**src/rtl/spi_pkg.sv**
```systemverilog
// Shared definitions for the SPI command path: command word layout and MODE encodings.
package spi_pkg;

  localparam int CMD_W    = 15;
  localparam int DATA_MSB = 14;
  localparam int DATA_LSB = 7;
  localparam int ADDR_MSB = 6;
  localparam int ADDR_LSB = 2;
  localparam int MODE_MSB = 1;
  localparam int MODE_LSB = 0;

  typedef enum logic [1:0] {
    MODE_RD     = 2'b00,
    MODE_RD_INC = 2'b01,
    MODE_WR     = 2'b10,
    MODE_RSVD   = 2'b11
  } mode_e;

  function automatic logic is_rsvd_mode(input logic [1:0] mode);
    return mode == MODE_RSVD;
  endfunction

endpackage

```
**src/rtl/spi_sync_fifo.sv**
```systemverilog
// Synchronous FIFO storage with pointers and occupancy; also reports what the head
// will be after this cycle's push/pop so the parent can register it.
module spi_sync_fifo #(
  parameter int DEPTH = 8,
  parameter int W     = 16,
  localparam int AW   = $clog2(DEPTH),
  localparam int CW   = $clog2(DEPTH) + 1
) (
  input  logic          clk,
  input  logic          rst,
  input  logic          push_i,
  input  logic          pop_i,
  input  logic          flush_i,
  input  logic [W-1:0]  wr_data_i,
  output logic [CW-1:0] count_o,
  output logic          nonempty_nxt_o,
  output logic [W-1:0]  head_nxt_o
);

  logic [W-1:0]  mem_q [DEPTH];
  logic [AW-1:0] wr_ptr_q, wr_ptr_d;
  logic [AW-1:0] rd_ptr_q, rd_ptr_d;
  logic [CW-1:0] count_q, count_d;

  always_comb begin
    wr_ptr_d = wr_ptr_q;
    rd_ptr_d = rd_ptr_q;
    count_d  = count_q;
    if (flush_i) begin
      wr_ptr_d = '0;
      rd_ptr_d = '0;
      count_d  = '0;
    end else begin
      if (push_i) wr_ptr_d = wr_ptr_q + AW'(1);
      if (pop_i)  rd_ptr_d = rd_ptr_q + AW'(1);
      count_d = count_q + CW'(push_i) - CW'(pop_i);
    end
  end

  // Write-through when the entry being pushed is the one that becomes head.
  always_comb begin
    head_nxt_o = mem_q[rd_ptr_d];
    if (push_i && !flush_i && (wr_ptr_q == rd_ptr_d)) head_nxt_o = wr_data_i;
  end

  assign nonempty_nxt_o = (count_d != '0);
  assign count_o        = count_q;

  always_ff @(posedge clk) begin
    if (!rst) begin
      wr_ptr_q <= '0;
      rd_ptr_q <= '0;
      count_q  <= '0;
    end else begin
      wr_ptr_q <= wr_ptr_d;
      rd_ptr_q <= rd_ptr_d;
      count_q  <= count_d;
    end
  end

  always_ff @(posedge clk) begin
    if (push_i && !flush_i) mem_q[wr_ptr_q] <= wr_data_i;
  end

endmodule

```
**src/rtl/spi_cmd_queue.sv**
```systemverilog
// Command queue in front of spi_master: FIFO plus registered head, reserved-mode
// filtering and sticky overflow / bad-mode flags.
module spi_cmd_queue #(
  parameter int DEPTH = 8,
  parameter int CMD_W = spi_pkg::CMD_W
) (
  input  logic                   clk,
  input  logic                   rst,
  input  logic [CMD_W-1:0]       s_cmd,
  input  logic                   s_cs_sel,
  input  logic                   s_valid,
  output logic                   s_ready,
  output logic [CMD_W-1:0]       m_cmd,
  output logic                   m_cs_sel,
  output logic                   m_valid,
  input  logic                   m_ready,
  input  logic                   flush,
  input  logic                   clr_err,
  output logic [$clog2(DEPTH):0] count,
  output logic                   empty,
  output logic                   full,
  output logic                   ovf,
  output logic                   bad_mode
);
  import spi_pkg::*;

  localparam int CW = $clog2(DEPTH) + 1;

  logic [CW-1:0]    fifo_count;
  logic             nonempty_nxt;
  logic [CMD_W:0]   head_nxt;
  logic             accept, push_st, pop;
  logic             m_valid_q, m_valid_d;
  logic [CMD_W-1:0] m_cmd_q, m_cmd_d;
  logic             m_cs_q, m_cs_d;
  logic             ovf_q, ovf_d;
  logic             bad_q, bad_d;

  spi_sync_fifo #(.DEPTH(DEPTH), .W(CMD_W + 1)) u_fifo (
    .clk            (clk),
    .rst            (rst),
    .push_i         (push_st),
    .pop_i          (pop),
    .flush_i        (flush),
    .wr_data_i      ({s_cs_sel, s_cmd}),
    .count_o        (fifo_count),
    .nonempty_nxt_o (nonempty_nxt),
    .head_nxt_o     (head_nxt)
  );

  assign full    = (fifo_count == CW'(DEPTH));
  assign empty   = (fifo_count == '0);
  assign count   = fifo_count;
  assign s_ready = rst & ~full;
  assign accept  = s_valid & s_ready;
  assign push_st = accept & ~flush & ~is_rsvd_mode(s_cmd[MODE_MSB:MODE_LSB]);
  assign pop     = m_valid_q & m_ready;

  // Head register mirrors the FIFO head; it holds its last value once the queue empties.
  always_comb begin
    m_valid_d = nonempty_nxt;
    m_cmd_d   = m_cmd_q;
    m_cs_d    = m_cs_q;
    if (nonempty_nxt) begin
      m_cmd_d = head_nxt[CMD_W-1:0];
      m_cs_d  = head_nxt[CMD_W];
    end
    ovf_d = (s_valid & ~s_ready & ~flush) | (ovf_q & ~clr_err);
    bad_d = (accept & is_rsvd_mode(s_cmd[MODE_MSB:MODE_LSB])) | (bad_q & ~clr_err);
  end

  always_ff @(posedge clk) begin
    if (!rst) begin
      m_valid_q <= 1'b0;
      m_cmd_q   <= '0;
      m_cs_q    <= 1'b1;
      ovf_q     <= 1'b0;
      bad_q     <= 1'b0;
    end else begin
      m_valid_q <= m_valid_d;
      m_cmd_q   <= m_cmd_d;
      m_cs_q    <= m_cs_d;
      ovf_q     <= ovf_d;
      bad_q     <= bad_d;
    end
  end

  assign m_valid  = m_valid_q;
  assign m_cmd    = m_cmd_q;
  assign m_cs_sel = m_cs_q;
  assign ovf      = ovf_q;
  assign bad_mode = bad_q;

endmodule
```
**config.mk**
```make
export PLATFORM = sky130hd
export DESIGN_NAME = spi_cmd_queue
export DESIGN_NICKNAME = d
export VERILOG_FILES = /design/src/rtl/spi_pkg.sv /design/src/rtl/spi_sync_fifo.sv /design/src/rtl/spi_cmd_queue.sv
export SDC_FILE = /design/constraint.sdc
export NUM_CORES = 1
export LEC_CHECK = 0
export ABC_AREA = 1
export ABC_CLOCK_PERIOD_IN_PS = 3700
export CAP_MARGIN = 20
export CORE_MARGIN = 2
export CORE_UTILIZATION = 59
export CTS_CLUSTER_SIZE = 16
export DETAILED_ROUTE_END_ITERATION = 10
export MAX_ROUTING_LAYER = met4
export PLACE_DENSITY_LB_ADDON = 0.12
export SLEW_MARGIN = 0
export SYNTH_ARGS = -nofsm -noshare
export SYNTH_HDL_FRONTEND = slang
export SYNTH_SLANG_ARGS = --single-unit
```
**constraint.sdc**
```tcl
create_clock -name clk -period 3.7 [get_ports clk]
set_clock_uncertainty 0.2 [all_clocks]
set_input_delay 0.555 -clock clk [delete_from_list [all_inputs] [get_ports clk]]
set_output_delay 0.555 -clock clk [all_outputs]
set_load 0.01 [all_outputs]
```
# --- Yosys cells after proc, flatten, opt, wreduce, memory -nomap -nowiden ---
# Memories as Yosys holds them, arrays and structs flattened. A register that Yosys moved wholly into a read port is not among the register bits.
# Cells that the tools add are included.
word_totals:
  register_bits: 13
  mem_bits_rw: 128
  n_memories: 1
memory_table:
  columns: ["name", "depth", "word_bits", "rd", "rd_clocked_by_memory_dff", "write_ports", "line", "rtl"]
  rows:
  - ["u_fifo.mem_q", 8, 16, 1, 1, 1, "spi_sync_fifo.sv:20", "logic [W-1:0] mem_q [DEPTH];"]
classes:
  add_sub_neg: 4
  n_eq_ne: 2
  mux: 5
  bitwise_logic: 18
  reduce_logical: 6
ops:
  columns: ["cell", "n"]
  rows:
  - ["1-bit bitwise AND", 10]
  - ["3-bit by 1-bit adder with 3-bit output, second input constant", 2]
  - ["3-bit two-way mux", 2]
  - ["1-bit inverter", 6]
  - ["4-bit by 1-bit adder with 4-bit output", 1]
  - ["4-bit == test, second input constant", 1]
  - ["4-bit zero test", 1]
  - ["4-bit two-way mux", 1]
  - ["4-bit nonzero test", 1]
  - ["4-bit by 1-bit subtractor with 4-bit output", 1]
  - ["2-bit == test, second input constant", 1]
  - ["1-bit zero test", 2]
  - ["1-bit two-way mux", 2]
  - ["1-bit bitwise OR", 2]
  - ["2-bit OR reduction", 1]
  - ["1-bit logical AND", 1]

# --- Logic depth before layout (Yosys ltp) ---
logic_depth:
  ltp_word: 10
  ltp_mapped: 18

# --- Hierarchy ---
# A second synthesis with hierarchy kept.
unflattened:
  cells_unflattened: 770
  hier_area_um2: 7328.3
modules_own_cells:
  columns: ["mod", "n_inst", "cells_per_inst", "area_each_um2"]
  rows:
  - ["spi_sync_fifo", 1, 673, 6605.1]
  - ["spi_cmd_queue", 1, 97, 723.2]

# --- Least setup slack after synthesis ---
# No wires, ideal clock.
synth_path:
  kind: "reg2reg"
  start: "reg u_fifo.count_q[2], in the netlist u_fifo.count_o[2]"
  end: "mem u_fifo.mem_q[4][0] (enable)"
  setup_time_ns: 0.409
  t_arrival_ns: 2.252
  required_time_ns: 3.091
  path_slack_ns: 0.839
  stages_incl_launch_ff: 8
  synth_period_minus_slack_ns: 2.861
  cell_sequence: "dfxtp_1 inv_1 ha_1 nand3_1 nand2_1 nor2_4 nand2_1 nor3_1"
synth_between:
  elab_chain_len: 9
synth_rtl:
  columns: ["element", "line", "rtl"]
  rows:
  - ["start: declaration", "spi_sync_fifo.sv:23", "logic [CW-1:0] count_q, count_d;"]
  - ["start signal: assignment", "spi_sync_fifo.sv:57", "count_q <= count_d;"]
  - ["4-bit == test", "spi_cmd_queue.sv:51", "assign full = (fifo_count == CW'(DEPTH));"]
  - ["1-bit inverter", "spi_cmd_queue.sv:54", "assign s_ready = rst & ~full;"]
  - ["1-bit bitwise AND", "spi_cmd_queue.sv:54", null]
  - ["1-bit bitwise AND", "spi_cmd_queue.sv:55", "assign accept = s_valid & s_ready;"]
  - ["1-bit bitwise AND (2 in series)", "spi_cmd_queue.sv:56", "assign push_st = accept & ~flush & ~is_rsvd_mode(s_cmd[MODE_MSB:MODE_LSB]);"]
  - ["via push_st", "spi_cmd_queue.sv:32", "logic accept, push_st, pop;"]
  - ["1-bit logical AND", null, null]
  - ["1-bit two-way mux", "spi_sync_fifo.sv:62", "if (push_i && !flush_i) mem_q[wr_ptr_q] <= wr_data_i;"]
  - ["1-bit two-way mux (not written as such)", "spi_sync_fifo.sv:62", null]
  - ["end: declaration", "spi_sync_fifo.sv:20", null]
# The timed path passes the listed nets, and every way through them passes these cells.

# --- Final worst setup path ---
layout_path:
  start: "in m_ready"
  end: "reg m_cmd_q[13], in the netlist m_cmd[13] (read register of u_fifo.mem_q)"
layout_between:
  elab_chain_len: 4
  elab_cells_between_ends: 6
layout_rtl:
  columns: ["element", "line", "rtl"]
  rows:
  - ["start: declaration", "spi_cmd_queue.sv:16", "input logic m_ready,"]
  - ["1-bit bitwise AND (*)", "spi_cmd_queue.sv:57", "assign pop = m_valid_q & m_ready;"]
  - ["4-bit by 1-bit subtractor with 4-bit output", "spi_sync_fifo.sv:36", "count_d = count_q + CW'(push_i) - CW'(pop_i);"]
  - ["4-bit two-way mux", "spi_sync_fifo.sv:29", "if (flush_i) begin"]
  - ["4-bit nonzero test", "spi_sync_fifo.sv:46", "assign nonempty_nxt_o = (count_d != '0);"]
  - ["end: declaration", "spi_cmd_queue.sv:34", "logic [CMD_W-1:0] m_cmd_q, m_cmd_d;"]
# Every way passes the cells marked *; elsewhere a longest branch is shown, timed or not.
# A chain may end at the register's enable or synchronous reset.

==> flow_metrics.tcl <==
set metrics [dict create \
    run_status "complete, no violations" \
    critical-path-max-stage-delay_ns 0.49 \
    crit_path_top_delay_cell "sky130_fd_sc_hd__clkdlybuf4s50_1" \
    postSynthRegisterBits 157 \
    timing_worst_slew_pin_value_ns 0.482 \
    fin_tns_setup_ns 0 \
    antenna_found_initial 0 \
    drt_first_pass_iters 5 \
    n_antenna_cell 0 \
    total_routing_usage_gr 0.276 \
    yosys_warnings 0 \
    layout.core_utilization 0.705 \
    grt_overflow_total 0 \
    totalWireLength_mm 16.3 \
    power.ir.vdd_worst_v 0.000381 \
    cts_made_buffers 17 \
    root_buffer "sky130_fd_sc_hd__clkbuf_16" \
    dpl.hpwl_mm 9.74 \
    final_nets 836 \
    timing.setup.critical_path_class "input pin to flip-flop" \
    critPathRequiredTime_ns 3.82 \
    drt-vias-per-instance 5.55 \
    num_rows 40 \
    vias 5357 \
    detail_route.wl_per_cell_um 16.9 \
    routability_driven_placement_congestion_ratio 0.827 \
    synth_cells 752 \
    grt_max_degree 41 \
    timing_max_transition_violations_final 0 \
    cap_violations 0 \
    cts_hold_buf 0 \
    cells_along_the_critical_path "clkdlybuf4s50_1 -> nand2_1 -> inv_1 -> ha_1 -> inv_1 -> ha_1 -> fa_1 -> o21ai_0 -> a21o_1 -> nand3_1 -> inv_1 -> nand2_1 -> buf_12 -> inv_1 -> nor2_1 -> nand3_1 -> nand2_1" \
    chipHeight_um 114 \
    crit_fanout 30 \
    worst_setup_hold_path_clk_slew_ns 0.06 \
    cp.arrival_ns 3.14 \
    post_cts.resized_instances 0 \
    seq_area_frac_synth 0.622 \
    cts_sinks 157 \
    post_route_cells_drive_above_1_share 0.0868 \
    clock_path_buffers 2 \
    shortest_clock_period_the_worst_path_allows_after_layout_ns 3.02 \
    netlist_area_sq_um 7120 \
    ys_types 26 \
    synthesis.nets 783 \
    die_span_in_x_um 114 \
    post_cts.repair.setup_buffers 0 \
    antenna_violating_nets_post_route 0 \
    core_region_area_sq_um 11900 \
    floorplan.initialDensity 0.597 \
    clk_latency_ns 0.43 \
    critPathMostFrequentCell "sky130_fd_sc_hd__inv_1" \
    start_kind "input pin" \
    maximum_level_of_the_cts_h_tree 4 \
    number_of_primary_i_o_pins 48 \
    p_per_area_nw_per_um2 549 \
    die_area_sq_um 13000 \
    route.detailed.drc 0 \
    timing_hold_violations_final 0 \
    vias_in_the_first_global_route 5148 \
    count_of_port_buffers_added_during_placement 47 \
    slew_headroom 0.678 \
    hold_class "flip-flop to flip-flop" \
    rsz0062_at_grt "no" \
    timing.final.crit_share 0.816 \
    first_pass_grt_wire_length_mm 25.8 \
    cts_tree "done" \
    clock.fmax_ghz 0.331 \
    post_synth.cell_area_avg_sq_um 9.46 \
    setup_viol 0 \
    cellLeakagePower_nw 3.58 \
    crit_path_end_kind "flip-flop" \
    syn_to_final_growth_pct 18.1 \
    drt_iter0_drc 511 \
]
worst paths after layout:
| check | from | endpoint | slack (ns) | cells past startpoint |
|---|---|---|---|---|
| setup / recovery | m_ready | m_cmd[13] | 0.68 | 17 |
| hold / removal | bad_mode | bad_mode | 0.27 | 2 |
| setup reg to reg | u_fifo.count_o[2] | m_cmd[13] | 0.85 | 17 |
| hold reg to reg | bad_mode | bad_mode | 0.27 | 2 |
layout make-up:
cell class | count | area [sq um]
repair buffers | 70 | 656
flip-flops and latches | 157 | 4420
fillers | 888 | 3510
inverters | 124 | 465
clock buffers | 21 | 470
clock inverters | 11 | 118
multi-input cells | 435 | 2080
well taps | 147 | 184
state kept, by name (all words and copies together) (netlist names):
name / count
ovf: 1
u_fifo.mem_q: 128
u_fifo.wr_ptr_q: 3
bad_mode: 1
u_fifo.rd_ptr_q: 3
u_fifo.count_o: 4
m_valid: 1
m_cs_sel: 1
m_cmd: 15
layer usage:
layer	vias to the layer above	share of wire	global-route usage
met5	-	0	-
met4	0	0.028	0.113
li1	2579	-	-
met1	2515	0.40	0.328
met3	41	0.081	0.0717
met2	222	0.49	0.451
cells in the mapped netlist, drive strengths merged:
library cell | number | area [sq um]
fa | 1 | 20.0
buf | 20 | 101
clkbuf | 16 | 60.1
ha | 8 | 100
a21o | 1 | 7.51
nand2 | 169 | 642
nand3 | 101 | 533
edfxtp | 128 | 3840
o21ai | 31 | 155
inv | 124 | 465
nand3b | 2 | 15.0
a21oi | 6 | 30.0
dfxtp | 29 | 581
nor2 | 74 | 300
nor3 | 4 | 20.0
nand4 | 36 | 225
xor2 | 1 | 8.76
nor3b | 1 | 7.51
kinds of logic after synthesis:
kind of cell             count (synthesis)  share of synthesized area
buffers and inverters                  160                     0.0881
AO/OA/AOI/OAI                           38                     0.0271
flip-flops                             157                      0.622
XOR/XNOR                                 1                    0.00123
adder cells (fa/ha/maj)                  9                     0.0169
AND/OR/NAND/NOR                        387                      0.245
stage by stage:
stage          instance area (sq um)  power (mW)  std cells  setup slack (ns)  hold WS, ns
2_1_floorplan                   7120        2.55        752             0.839        0.287
3_5_place_dp                    7810        2.94        933             0.285        0.262
6_report                        8400        4.61        965             0.680        0.269
3_3_place_gp                    7810        2.91        933             0.354        0.253
5_1_grt                         8400        4.80        965             0.505        0.305
4_1_cts                         8400        4.62        965             0.718        0.271
critical path, delay by kind of cell:
| kind | cells | cell delay (ns) |
|---|---|---|
| adders and majority gates | 3 | 0.83 |
| AOI/OAI and AO/OA | 2 | 0.32 |
| buffers and inverters | 6 | 0.92 |
| and+or+nand+nor | 6 | 0.51 |
layout by cell type (no fill, tap or decap), types with 22 or more instances in the layout:
master and n:
sky130_fd_sc_hd__nor2_1 71, sky130_fd_sc_hd__nand2_1 166, sky130_fd_sc_hd__clkdlybuf4s50_1 47, sky130_fd_sc_hd__o21ai_0 31
sky130_fd_sc_hd__buf_4 22, sky130_fd_sc_hd__inv_1 121, sky130_fd_sc_hd__nand3_1 97, sky130_fd_sc_hd__nand4_1 36
sky130_fd_sc_hd__edfxtp_1 128, sky130_fd_sc_hd__dfxtp_1 29
where the power goes:
part / switching, mW / internal, mW / total [mW] / leakage [nW]
sequential: 0.0648 / 2.00 / 2.07 / 1.39
clock: 0.663 / 1.04 / 1.70 / 0.277
combinational: 0.485 / 0.357 / 0.842 / 1.91
total: 1.21 / 3.40 / 4.61 / 3.58
No activity file was read; power rests on OpenSTA's default activity.
